[src/rtl/avr_pp_pkg.sv]
// rtl/avr_pp_pkg.sv - shared encodings for the AVR parallel-programming sequencer
package avr_pp_pkg;

    typedef enum logic [2:0] {
        OP_LOAD_CMD  = 3'd0,
        OP_LOAD_ADDR = 3'd1,
        OP_LOAD_DATA = 3'd2,
        OP_PAGEL     = 3'd3,
        OP_WRITE     = 3'd4,
        OP_READ      = 3'd5
    } op_e;

    localparam logic [2:0] OP_LAST_VALID = 3'd5;

    typedef enum logic [3:0] {
        ST_IDLE,
        ST_SETUP,
        ST_STROBE,
        ST_HOLD,
        ST_BSY_WAIT,
        ST_RDY_WAIT,
        ST_SETTLE,
        ST_SAMPLE,
        ST_FIN
    } state_e;

    // {xa1, xa0} pin pairs selecting what the next XTAL1 pulse loads
    localparam logic [1:0] XA_ADDR = 2'b00;
    localparam logic [1:0] XA_DATA = 2'b01;
    localparam logic [1:0] XA_CMD  = 2'b10;

    function automatic int max_of(input int a, input int b);
        return (a > b) ? a : b;
    endfunction

endpackage

[src/rtl/avr_pp_sequencer_sync2.sv]
// rtl/avr_pp_sequencer_sync2.sv - two-flop synchroniser for one asynchronous pin
module sync2 (
    input  logic clk,
    input  logic rst_n,
    input  logic d_i,
    output logic q_o
);

    logic meta_q;
    logic sync_q;

    always_ff @(posedge clk or negedge rst_n) begin
        if (!rst_n) begin
            meta_q <= 1'b0;
            sync_q <= 1'b0;
        end else begin
            meta_q <= d_i;
            sync_q <= meta_q;
        end
    end

    assign q_o = sync_q;

endmodule

[src/rtl/avr_pp_sequencer.sv]
// rtl/avr_pp_sequencer.sv - turns single host operations into timed HV parallel-programming pin waveforms
module avr_pp_sequencer
    import avr_pp_pkg::*;
#(
    parameter int XTAL_W  = 4,
    parameter int SETUP_W = 2,
    parameter int WR_W    = 4,
    parameter int OE_W    = 6,
    parameter int BSY_W   = 8,
    parameter int TMO_W   = 20
) (
    input  logic       clk,
    input  logic       rst_n,
    input  logic       start,
    input  logic [2:0] op,
    input  logic       sel_bs1,
    input  logic       sel_bs2,
    input  logic [7:0] wdata,
    output logic       busy,
    output logic       done,
    output logic       err,
    output logic [7:0] rdata,
    input  logic       dut_rdy,
    input  logic [7:0] dut_din,
    output logic       dut_xtal,
    output logic       dut_pagel,
    output logic       dut_xa0,
    output logic       dut_xa1,
    output logic       dut_bs1,
    output logic       dut_bs2,
    output logic       dut_wr_n,
    output logic       dut_oe_n,
    output logic [7:0] dut_dout,
    output logic       dut_dout_en
);

    localparam int CNT_MAX = max_of(max_of(XTAL_W, SETUP_W), max_of(max_of(WR_W, OE_W), BSY_W));
    localparam int CNT_W   = $clog2(CNT_MAX + 1);
    localparam logic [CNT_W-1:0] CNT_ONE = CNT_W'(1);
    // Reaching this value means the next increment would saturate the timeout counter
    localparam logic [TMO_W-1:0] TMO_LAST = {{(TMO_W-1){1'b1}}, 1'b0};

    logic       rdy_s;
    logic [7:0] din_s;

    sync2 u_sync_rdy (.clk(clk), .rst_n(rst_n), .d_i(dut_rdy), .q_o(rdy_s));

    for (genvar b = 0; b < 8; b++) begin : g_din_sync
        sync2 u_sync_din (.clk(clk), .rst_n(rst_n), .d_i(dut_din[b]), .q_o(din_s[b]));
    end

    state_e           state_q;
    op_e              op_q;
    logic [CNT_W-1:0] cnt_q;
    logic [TMO_W-1:0] tmo_q;
    logic             busy_q, done_q, err_q;
    logic [7:0]       rdata_q;
    logic             xtal_q, pagel_q, xa0_q, xa1_q, bs1_q, bs2_q;
    logic             wr_n_q, oe_n_q;
    logic [7:0]       dout_q;
    logic             dout_en_q;

    always_ff @(posedge clk or negedge rst_n) begin
        if (!rst_n) begin
            state_q   <= ST_IDLE;
            op_q      <= OP_LOAD_CMD;
            cnt_q     <= '0;
            tmo_q     <= '0;
            busy_q    <= 1'b0;
            done_q    <= 1'b0;
            err_q     <= 1'b0;
            rdata_q   <= 8'h00;
            xtal_q    <= 1'b0;
            pagel_q   <= 1'b0;
            xa0_q     <= 1'b0;
            xa1_q     <= 1'b0;
            bs1_q     <= 1'b0;
            bs2_q     <= 1'b0;
            wr_n_q    <= 1'b1;
            oe_n_q    <= 1'b1;
            dout_q    <= 8'h00;
            dout_en_q <= 1'b0;
        end else begin
            done_q <= 1'b0;
            case (state_q)
                ST_IDLE: begin
                    if (start) begin
                        err_q <= 1'b0;
                        if (op > OP_LAST_VALID) begin
                            err_q   <= 1'b1;
                            done_q  <= 1'b1;
                            state_q <= ST_FIN;
                        end else begin
                            busy_q  <= 1'b1;
                            op_q    <= op_e'(op);
                            bs1_q   <= sel_bs1;
                            bs2_q   <= sel_bs2;
                            cnt_q   <= CNT_W'(SETUP_W);
                            state_q <= ST_SETUP;
                            case (op_e'(op))
                                OP_LOAD_CMD:  {xa1_q, xa0_q} <= XA_CMD;
                                OP_LOAD_ADDR: {xa1_q, xa0_q} <= XA_ADDR;
                                OP_LOAD_DATA: {xa1_q, xa0_q} <= XA_DATA;
                                default: ;
                            endcase
                            if (op_e'(op) inside {OP_LOAD_CMD, OP_LOAD_ADDR, OP_LOAD_DATA}) begin
                                dout_q    <= wdata;
                                dout_en_q <= 1'b1;
                            end
                            // Release the bus first; /OE falls on the following edge
                            if (op_e'(op) == OP_READ) begin
                                dout_en_q <= 1'b0;
                            end
                        end
                    end
                end
                ST_SETUP: begin
                    if (op_q == OP_READ) begin
                        oe_n_q <= 1'b0;
                    end
                    if (cnt_q <= CNT_ONE) begin
                        case (op_q)
                            OP_READ: begin
                                cnt_q   <= CNT_W'(OE_W);
                                state_q <= ST_SETTLE;
                            end
                            OP_WRITE: begin
                                wr_n_q  <= 1'b0;
                                cnt_q   <= CNT_W'(WR_W);
                                state_q <= ST_STROBE;
                            end
                            OP_PAGEL: begin
                                pagel_q <= 1'b1;
                                cnt_q   <= CNT_W'(XTAL_W);
                                state_q <= ST_STROBE;
                            end
                            default: begin
                                xtal_q  <= 1'b1;
                                cnt_q   <= CNT_W'(XTAL_W);
                                state_q <= ST_STROBE;
                            end
                        endcase
                    end else begin
                        cnt_q <= cnt_q - CNT_ONE;
                    end
                end
                ST_STROBE: begin
                    if (cnt_q <= CNT_ONE) begin
                        xtal_q  <= 1'b0;
                        pagel_q <= 1'b0;
                        if (op_q == OP_WRITE) begin
                            wr_n_q  <= 1'b1;
                            cnt_q   <= CNT_W'(BSY_W);
                            state_q <= ST_BSY_WAIT;
                        end else begin
                            cnt_q   <= CNT_W'(SETUP_W);
                            state_q <= ST_HOLD;
                        end
                    end else begin
                        cnt_q <= cnt_q - CNT_ONE;
                    end
                end
                ST_HOLD: begin
                    if (cnt_q <= CNT_ONE) begin
                        busy_q  <= 1'b0;
                        done_q  <= 1'b1;
                        state_q <= ST_FIN;
                    end else begin
                        cnt_q <= cnt_q - CNT_ONE;
                    end
                end
                ST_BSY_WAIT: begin
                    // A part that never drops RDY finished the write faster than we could see
                    if (!rdy_s) begin
                        tmo_q   <= '0;
                        state_q <= ST_RDY_WAIT;
                    end else if (cnt_q <= CNT_ONE) begin
                        busy_q  <= 1'b0;
                        done_q  <= 1'b1;
                        state_q <= ST_FIN;
                    end else begin
                        cnt_q <= cnt_q - CNT_ONE;
                    end
                end
                ST_RDY_WAIT: begin
                    if (rdy_s) begin
                        busy_q  <= 1'b0;
                        done_q  <= 1'b1;
                        state_q <= ST_FIN;
                    end else if (tmo_q == TMO_LAST) begin
                        err_q   <= 1'b1;
                        busy_q  <= 1'b0;
                        done_q  <= 1'b1;
                        state_q <= ST_FIN;
                    end else begin
                        tmo_q <= tmo_q + 1'b1;
                    end
                end
                ST_SETTLE: begin
                    if (cnt_q <= CNT_ONE) begin
                        state_q <= ST_SAMPLE;
                    end else begin
                        cnt_q <= cnt_q - CNT_ONE;
                    end
                end
                ST_SAMPLE: begin
                    rdata_q <= din_s;
                    oe_n_q  <= 1'b1;
                    busy_q  <= 1'b0;
                    done_q  <= 1'b1;
                    state_q <= ST_FIN;
                end
                ST_FIN: begin
                    state_q <= ST_IDLE;
                end
                default: begin
                    state_q <= ST_IDLE;
                end
            endcase
        end
    end

    assign busy        = busy_q;
    assign done        = done_q;
    assign err         = err_q;
    assign rdata       = rdata_q;
    assign dut_xtal    = xtal_q;
    assign dut_pagel   = pagel_q;
    assign dut_xa0     = xa0_q;
    assign dut_xa1     = xa1_q;
    assign dut_bs1     = bs1_q;
    assign dut_bs2     = bs2_q;
    assign dut_wr_n    = wr_n_q;
    assign dut_oe_n    = oe_n_q;
    assign dut_dout    = dout_q;
    assign dut_dout_en = dout_en_q;

endmodule

[config.mk]
export PLATFORM = sky130hd
export DESIGN_NAME = avr_pp_sequencer
export DESIGN_NICKNAME = d
export VERILOG_FILES = /design/src/rtl/avr_pp_pkg.sv /design/src/rtl/avr_pp_sequencer_sync2.sv /design/src/rtl/avr_pp_sequencer.sv
export SDC_FILE = /design/constraint.sdc
export NUM_CORES = 1
export LEC_CHECK = 0
export CORE_UTILIZATION = 25
export DETAILED_ROUTE_END_ITERATION = 8
export GPL_TIMING_DRIVEN = 0
export MAX_ROUTING_LAYER = met4
export SYNTH_ARGS = -nofsm -noshare
export SYNTH_HDL_FRONTEND = slang
export SYNTH_SLANG_ARGS = --single-unit
export TNS_END_PERCENT = 30
[constraint.sdc]
create_clock -name clk -period 2.4 [get_ports clk]
set_clock_uncertainty 0.1 [all_clocks]
set_input_delay 0.48 -clock clk [delete_from_list [all_inputs] [get_ports clk]]
set_output_delay 0.48 -clock clk [all_outputs]
set_load 0.005 [all_outputs]
==> results of run 1 <==
## stage by stage
step	utilization [%]	cell area (sq um)	setup TNS, ns	power [mW]	worst slack, ns
CTS	33.7	4730	0	5.44	0.108
detailed placement	31.2	4390	-1.86	3.93	-0.212
finish	33.9	4750	0	5.40	0.168
global route	33.9	4750	0	5.77	0.00345
global placement	31.1	4360	-150.37	3.89	-1.96
floorplan	-	3640	0	3.07	0.443
## sequential cells by signal, indices dropped and copies added (netlist names), 3 cells and up
register	count
op_q	3
g_din_sync.u_sync_din.q_o	8
tmo_q	20
dut_dout	8
rdata	8
state_q	4
g_din_sync.u_sync_din.meta_q	8
cnt_q	4
## cell usage in the layout, fill, tap and decap left out, types with 4 or more instances in the layout
master           instances
nor3_1                   8
or4_1                    5
xnor2_1                  6
a21oi_1                 16
dfrtp_1                 75
nand2_1                 27
inv_1                   10
mux2_2                  12
nand3b_1                 4
mux2_1                   8
o21ai_0                  7
clkbuf_1                11
buf_4                    4
o31ai_1                  4
ha_1                     4
a211oi_1                 6
nand3_1                 13
nor2_1                  26
nand4_1                  8
buf_2                    5
o21ai_1                  8
and3_1                   4
clkbuf_16                9
o32a_1                   5
or3_1                    7
clkdlybuf4s50_1         49
nand2b_1                 8
## cell usage after synthesis (all sizes together) (3+ instances only)
cell type / instances / area, sq um
inv: 11 / 41.3
a22o: 3 / 26.3
nand4: 8 / 50.1
and2: 3 / 18.8
nand3: 14 / 75.1
mux2: 20 / 225
nand2b: 8 / 50.1
or4: 5 / 37.5
a21oi: 16 / 80.1
a211oi: 6 / 45.0
o21ai: 16 / 80.1
nand2: 27 / 101
o31ai: 4 / 30.0
nor4: 3 / 33.8
dfrtp: 75 / 1880
xnor2: 6 / 52.6
o32a: 5 / 50.1
ha: 4 / 50.1
a31oi: 3 / 18.8
buf: 8 / 47.5
and3: 4 / 25.0
clkbuf: 10 / 37.5
or3: 7 / 43.8
o211ai: 3 / 22.5
nor3: 9 / 45.0
nand3b: 4 / 30.0
o22a: 3 / 26.3
nor2: 26 / 97.6
## worst reg2reg max path: stages, from the launching register on
cell      delay [ns]
dfrtp_1         0.40
clkbuf_1        0.38
clkbuf_1        0.44
nand3_1         0.14
a31oi_1         0.29
mux2_2          0.37
## cells by family after synthesis
group,count (synthesis)
fa+ha+maj,4
buf+inv,29
compound gates,80
simple gates,125
mux,21
flops,77
xor+xnor,6
## metal layers
metal | vias to the layer above | track usage, % | wire length (microns)
met3 | 7 | 2.60 | 451
met2 | 98 | 19.6 | 4000
met5 | - | - | 0
met4 | 0 | 4.73 | 75
li1 | 1392 | - | -
met1 | 1459 | 16.5 | 3900
## layout make-up
type / count / share of cell area (%)
plain buffers: 18 / 1.79
clock buffers: 11 / 5.11
clock inverters: 5 / 1.74
inverters: 11 / 0.869
multi-input cells: 236 / 33.6
flip-flops and latches: 77 / 40.6
well taps: 180 / 4.74
repair buffers: 54 / 11.6
## path summary, 6_finish.rpt
kind                                           endpoint  slack [ns]  cells past startpoint
min in group asynchronous                      rdata[0]        0.49                      2
max reg2reg                                  state_q[2]        0.17                      5
max                                          state_q[2]        0.17                      5
max in group asynchronous                     tmo_q[15]        1.14                      3
min                        g_din_sync[3].u_sync_din.q_o        0.25                      0
min reg2reg                g_din_sync[3].u_sync_din.q_o        0.25                      0
## power by group through the flow
stage / Sequential (mW) / Clock, mW / Combinational (mW)
4_1_cts: 1.89 / 1.50 / 2.05
5_1_grt: 1.94 / 1.56 / 2.28
6_report: 1.88 / 1.46 / 2.06
3_3_place_gp: 1.90 / 0 / 1.99
3_5_place_dp: 1.90 / 0 / 2.03
2_1_floorplan: 1.86 / 0 / 1.21
## timing repair
item,CTS,global route
resized for setup,1,2
hold buffers,1,0
setup endpoints to repair,10,11
gates cloned,0,0
endpoints found under the hold margin,23,0
pin swaps,0,1
setup buffers,0,2
==> implementation parameters, run 1 <==
Parameter                              Value

Floorplan
  Effective utilization at floorplan    25.9%
  Core area    14000 sq um
  Die boundary height    123 microns
  Die width    123 microns
  Number of core rows    43
  Ports    53
  Die ar.    15000 sq um

CTS
  Number of levels the H-tree was split into    3
  Clock buffers created by TritonCTS    9
  Clock slew at reported path FFs    0.06 ns
  Clock tree from TritonCTS    done
  CTS root buf    clkbuf_16
  Maximum clock path buffer count    2
  Clock latency at the later pin of the worst-skew pair    0.33 ns
  Clock Sink Count    77

Power and ir drop
  PD cells    1140 nW/um^2
  Total net switching power    1.78 mW
  Net switching fraction of the power    approximately 33%
  Sequential share of power    34.9%
  Worst voltage drop across the vdd grid    ~0.56 mV
  Combinational share of power    38.1%
  Design internal power    about 3.6 mW
  Clk network pwr share    ~27%
  Leak    ~2.0 nW

Yosys
  Warnings, synthesis    0
  Xor and xnor area share after synthesis    1.44%
  Synthesized flop and latch total    77
  Post-synth EDFFs    0
  Proportion of synthesized area in mux cells    6.47%
  Asr flop ratio synth    100%
  Number of distinct library cells after synthesis    61
  Primary FF master, synth    dfrtp_1
  Area fraction in and, or, nand and nor cells after synthesis    18.8%
  Number of nets in the synthesized netlist    371
  Main combinational cell family by area after synthesis    simple AND/OR/NAND/NOR gates
  Combined area of all synthesized cells    3640 sq um
  Number of instances in the synthesized netlist    between 300 and 400
  Arithmetic-cell share of the synthesized area counting full adders, half adders and majority gates    under 10%
  Complex-gate fraction of the synthesized area    15.4%
  Sequential area share after synthesis    53.0%
  Syn_area_per_cell    10.6 sq um

Placement
  Placed insts    573
  HPWL Detailed    5780 microns
  Number of port buffers    50
  GP Congestion    approximately 0.84

Timing
  Clock period minus worst slack    2.23 ns
  Worst hold margin    0.246 ns
  Period utilisation layout    approximately 93%
  Number of max-slew violations in the final report    0
  Fmax achieved    448 MHz
  Final-report setup violation count    0
  Final Hold Viols    0
  Setup repair after global routing missed its margin    no
  Max-slew headroom    slightly above 50%
  Slew at the pin closest to its max-slew limit    around 0.74 ns

Final layout
  Count of filler cells inserted in the layout    1394
  Number of diodes added for antenna fixing    0
  Footprint of the flip-flops and latches    1930 sq um
  Number of standard cells in the layout, taps in and fillers out    592
  Nets@finish    436
  Fraction of layout instances using a drive strength above 1    11.9%
  Combined area of the multi-input logic cells    1600 sq um
  Area grow syn2layout    30.7%

Global routing
  Aggregate global-route resource usage    12.7%
  Number of antenna violations at the first check in global routing    0
  Wire length of the first global-routing pass    roughly 15000 microns
  Number of global-route vias before repair    between 2000 and 3000
  Aggregate global routing overflow    0
  Pin count of the biggest net entering global routing    53

Setup path
  Slowest library cell on the worst path    clkbuf_1
  Critical Path Start    state_q[0]
  Crit path top cell by count    clkbuf_1
  Critical Path RT    2.52 ns
  Delay of the slowest critical-path stage    between 0.4 and 0.5 ns
  Element type at the critical path end    flip-flop
  Cell type group with the largest total delay on the critical path    buffers and inverters
  Buf+Inv Stages, Crit Path    2
  Worst Path Max Fanout    10
  Startpoint of the lowest-slack register-to-register path    state_q[0]
  List of cells traversed by the critical path    clkbuf_1 > clkbuf_1 > nand3_1 > a31oi_1 > mux2_2
  Crit path DAT    roughly 2.4 ns
  Worst setup SP type    flip-flop
  Worst setup path class    flip-flop to flip-flop

Routing
  Total via count after detailed routing    a little under 3000
  Average detailed-routed wire length per instance    around 14 microns
  Post-detailed-route DRC marker count    0
  Number of routed nets with antenna violations    0
  Detailed Routing Iterations Pass 1    4
  1st-iter DRT viols    262
  Total Wirelength    8420 microns
  Via-per-instance ratio    4.99

Status
  Result of the run    finished, final reports clean

Worst hold path
  Worst hold path type    flip-flop to flip-flop
  Start point of the worst hold path    g_din_sync[3].u_sync_din.meta_q

Run
  Max-cap violations    0
Note: power is estimated with default switching activity, not from simulation.
==> inputs of run 2 (changes only) <==
SYNTH_HIERARCHICAL = 1   (was unset)
==> run 2 against run 1 <==
  * Routed wire length is 2.3% lower
  * Critical path depth up 3
  * Global-route usage is 0.47 points lower
  * Combinational power grew 25%
  * Register-to-register slack got worse by 0.12 ns
  * Fmax decreased by 5.4%
  * Largest cell class unchanged
  * Non-clock buffer count increased by 1
  * Clock-buffer cell count grew 2
  * Sequential power fell by 2%
==> implementation parameters, run 2 <==
Parameter                              Value

Status
  Result of the run    finished, final reports clean

Final layout
  Final design utilization    34.7% (+0.83 points)
  Register ranked first by flip-flop count    tmo_q
  Nets@finish    441 (+1.1%)
  Number of flip-flops in the largest register    20 (unchanged)
  Fraction of layout instances using a drive strength above 1    19.4% (+7.5 points)
  Post-route cell area    4830 sq um (+1.7%)
  Most frequent standard cell in the layout excluding fill and tap cells    dfrtp_1
  Top library cells by usage in the layout, fill and taps aside    73 x dfrtp_1, 48 x clkdlybuf4s50_1, 43 x nor2_1
  Area grow syn2layout    34.4%

CTS
  Maximum clock path buffer count    2 (unchanged)
  Hold-fix buffer count after cts    0 (-1)
  Number of levels the H-tree was split into    3 (unchanged)
  Clock Sink Count    77 (unchanged)
  CTS root buf    clkbuf_16
  Clock buffers created by TritonCTS    9 (unchanged)
  Clock slew at reported path FFs    0.05 ns (about the same)
  Clock latency at the later pin of the worst-skew pair    0.33 ns (about the same)
  Clock tree from TritonCTS    done

Setup path
  Buf+Inv Stages, Crit Path    2 (unchanged)
  Reg-to-reg endpoint    op_q[0]
  Slack of the worst reg-to-reg path    0.05 ns (-0.12 ns)
  Critical path capture point    op_q[0]
  Worst setup path class    input pin to flip-flop
  Crit path DAT    2.47 ns (+0.12 ns)
  Cell type group with the largest total delay on the critical path    compound AO/OA/AOI/OAI gates
  List of cells traversed by the critical path    dlygate4sd2_1 > a21bo_2 > a221o_1 > a2111oi_4 > nand2_1 > nor3_4 > buf_6 > mux2_4
  R2R cell count    7 (+2)
  Critical Path Start    op[2]
  Worst setup SP type    input pin
  Startpoint of the lowest-slack register-to-register path    state_q[2]
  Worst Path Max Fanout    5 (-5)
  Number of cells on the critical path    8 (+3)
  Slowest library cell on the worst path    a221o_1
  Delay of the slowest critical-path stage    0.37 ns (-0.07 ns)
  Critical Path RT    2.51 ns (about the same)
  Element type at the critical path end    flip-flop

Yosys
  Xor and xnor area share after synthesis    4.63% (+3.2 points)
  Main combinational cell family by area after synthesis    simple AND/OR/NAND/NOR gates
  Proportion of synthesized area in mux cells    6.58% (+0.11 points)
  Syn_area_per_cell    10.5 sq um (-0.88%)
  Most numerous cell in the Yosys netlist    dfrtp_1
  Warnings, synthesis    6 (+6)
  Most used standard cells in the synthesized netlist    75 x dfrtp_1, 46 x nor2_1, 20 x nand2_1
  Arithmetic-cell share of the synthesized area counting full adders, half adders and majority gates    1.39% (+0.016 points)
  Synthesized flop and latch total    77 (unchanged)
  Area fraction in and, or, nand and nor cells after synthesis    20.2% (+1.4 points)
  Synth top area share    52.2% (+0.61 points)
  Combined area of all synthesized cells    3590 sq um (-1.2%)
  Leading area contributor after synthesis    dfrtp_1
  Asr flop ratio synth    100% (unchanged)
  Complex-gate fraction of the synthesized area    10.5% (-4.9 points)
  Synth area leaders    dfrtp_1 52%, nor2_1 4.8%, mux2_2 4.7%
  Primary FF master, synth    dfrtp_1
  Number of nets in the synthesized netlist    370 (-0.27%)
  Sequential area share after synthesis    53.7% (+0.63 points)
  Number of distinct library cells after synthesis    54 (-11%)
  Number of instances in the synthesized netlist    341 (-0.29%)
  Post-synth EDFFs    0 (unchanged)

Power and ir drop
  Worst voltage drop across the vdd grid    0.588 mV (+4.1%)
  Leak    2.04 nW (+4.3%)
  Overall power of the completed layout    5.85 mW (+8.3%)
  PD cells    1210 nW/um^2 (+6.5%)

Global routing
  Aggregate global-route resource usage    12.3% (-0.47 points)
  Pin count of the biggest net entering global routing    42 (-21%)
  Number of antenna violations at the first check in global routing    1 (+1)
  Aggregate global routing overflow    0 (unchanged)
  Number of global-route vias before repair    2840 (-2.6%)
  Wire length of the first global-routing pass    13800 microns (-4.9%)

Floorplan
  Die boundary height    122 microns (-0.58%)
  Number of core rows    43 (unchanged)
  Die ar.    14900 sq um (-1.2%)
  Ports    53 (unchanged)
  Die width    122 microns (-0.58%)
  Effective utilization at floorplan    25.8% (-0.11 points)
  Core area    13900 sq um (-0.77%)

Worst hold path
  Worst hold path type    input pin to async pin

Timing
  Setup repair after global routing missed its margin    yes
  Max-slew headroom    61.2% (+11 points)
  Number of max-slew violations in the final report    0 (unchanged)
  Fmax achieved    424 MHz (-5.4%)
  Worst hold margin    0.0103 ns (-0.235 ns)
  Clock period minus worst slack    2.36 ns (+0.126 ns)
  Final Hold Viols    0 (unchanged)
  Setup TNS    0 ns (unchanged)
  Final-report setup violation count    0 (unchanged)
  Period utilisation layout    98.3% (+5.3 points)
  Slew at the pin closest to its max-slew limit    0.583 ns (-0.153 ns)

Placement
  Cell area after placement    4360 sq um (-0.68%)
  HPWL Detailed    5680 microns (-1.7%)
  Number of port buffers    52 (+4.0%)
  GP Congestion    0.882 (+4.7%)

Routing
  1st-iter DRT viols    217 (-17%)
  Post-detailed-route DRC marker count    0 (unchanged)
  Detailed Routing Iterations Pass 1    5 (+1)
  Total via count after detailed routing    2874 (-2.8%)
  Number of routed nets with antenna violations    0 (unchanged)
  Total Wirelength    8230 microns (-2.3%)
  Via-per-instance ratio    4.81 (-3.7%)
  Average detailed-routed wire length per instance    13.8 microns (-3.3%)

Run
  Max-cap violations    0 (unchanged)
run 2: layout make-up:
class	count	area, sq um
antenna	1	2.50
buffer	11	61.3
clock buffer	13	250
clock inverter	3	68.8
fill	1373	9100
inverter	10	41.3
multi-input combinational	241	1650
sequential	77	1930
tap	180	225
timing repair buffer	62	599
run 2: metrics by stage:
step / worst slack (ns) / instances
2_1_floorplan: 0.135 / 341
3_3_place_gp: -1.91 / 573
3_5_place_dp: -0.541 / 574
4_1_cts: 0.00857 / 595
5_1_grt: -0.0219 / 598
6_report: 0.0415 / 598
run 2: how the worst min path moves through the flow:
stage	startpoint	endpoint	cells after the start	slack, ns
global placement	g_din_sync[2].u_sync_din/meta_q	g_din_sync[2].u_sync_din/q_o	0	0.23
global route	rst_n	dut_dout[6]	1	0.05
floorplan	rst_n	busy	0	0.08
detailed placement	u_sync_rdy/meta_q	u_sync_rdy/q_o	0	0.24
CTS	rst_n	dut_dout[0]	1	0.02
finish	rst_n	dut_dout[6]	1	0.01
run 2: where the power goes:
group / internal, mW / leakage [nW] / switching [mW]
registers: 1.63 / 0.961 / 0.212
clock network: 0.942 / 0.154 / 0.502
logic: 1.30 / 0.922 / 1.26
run 2: logic make-up (layout without fill, tap and decap cells):
kind of cell    Yosys count  in the layout
simple gates            137            137
flops                    77             77
compound gates           60             60
buf+inv                  23             99
mux                      21             21
xor+xnor                 19             19
fa+ha+maj                 4              4
other cells               0              1
run 2: layer usage:
layer | wire [microns] | part of all wire, % | vias to the layer above | global-route usage (%)
li1 | - | - | 1343 | -
met1 | 3810 | 46 | 1414 | 15.4
met2 | 3840 | 47 | 106 | 19.1
met3 | 413 | 5.0 | 11 | 2.90
met4 | 163 | 2.0 | 0 | 4.55
met5 | 0 | 0 | - | -
run 2: worst register-to-register path, stage by stage, from the launching register on:
cell       delay, ns
dfrtp_2         0.44
nor3b_1         0.17
a221o_1         0.41
a2111oi_4       0.32
nand2_1         0.15
nor3_4          0.20
buf_6           0.15
mux2_4          0.30
run 2: what timing repair did:
action | 4_1_cts | 5_1_grt
endpoints found under the setup margin | 5 | 23
setup buffers | 7 | 2
pin swaps | 7 | 8
gates resized for setup | 11 | 25
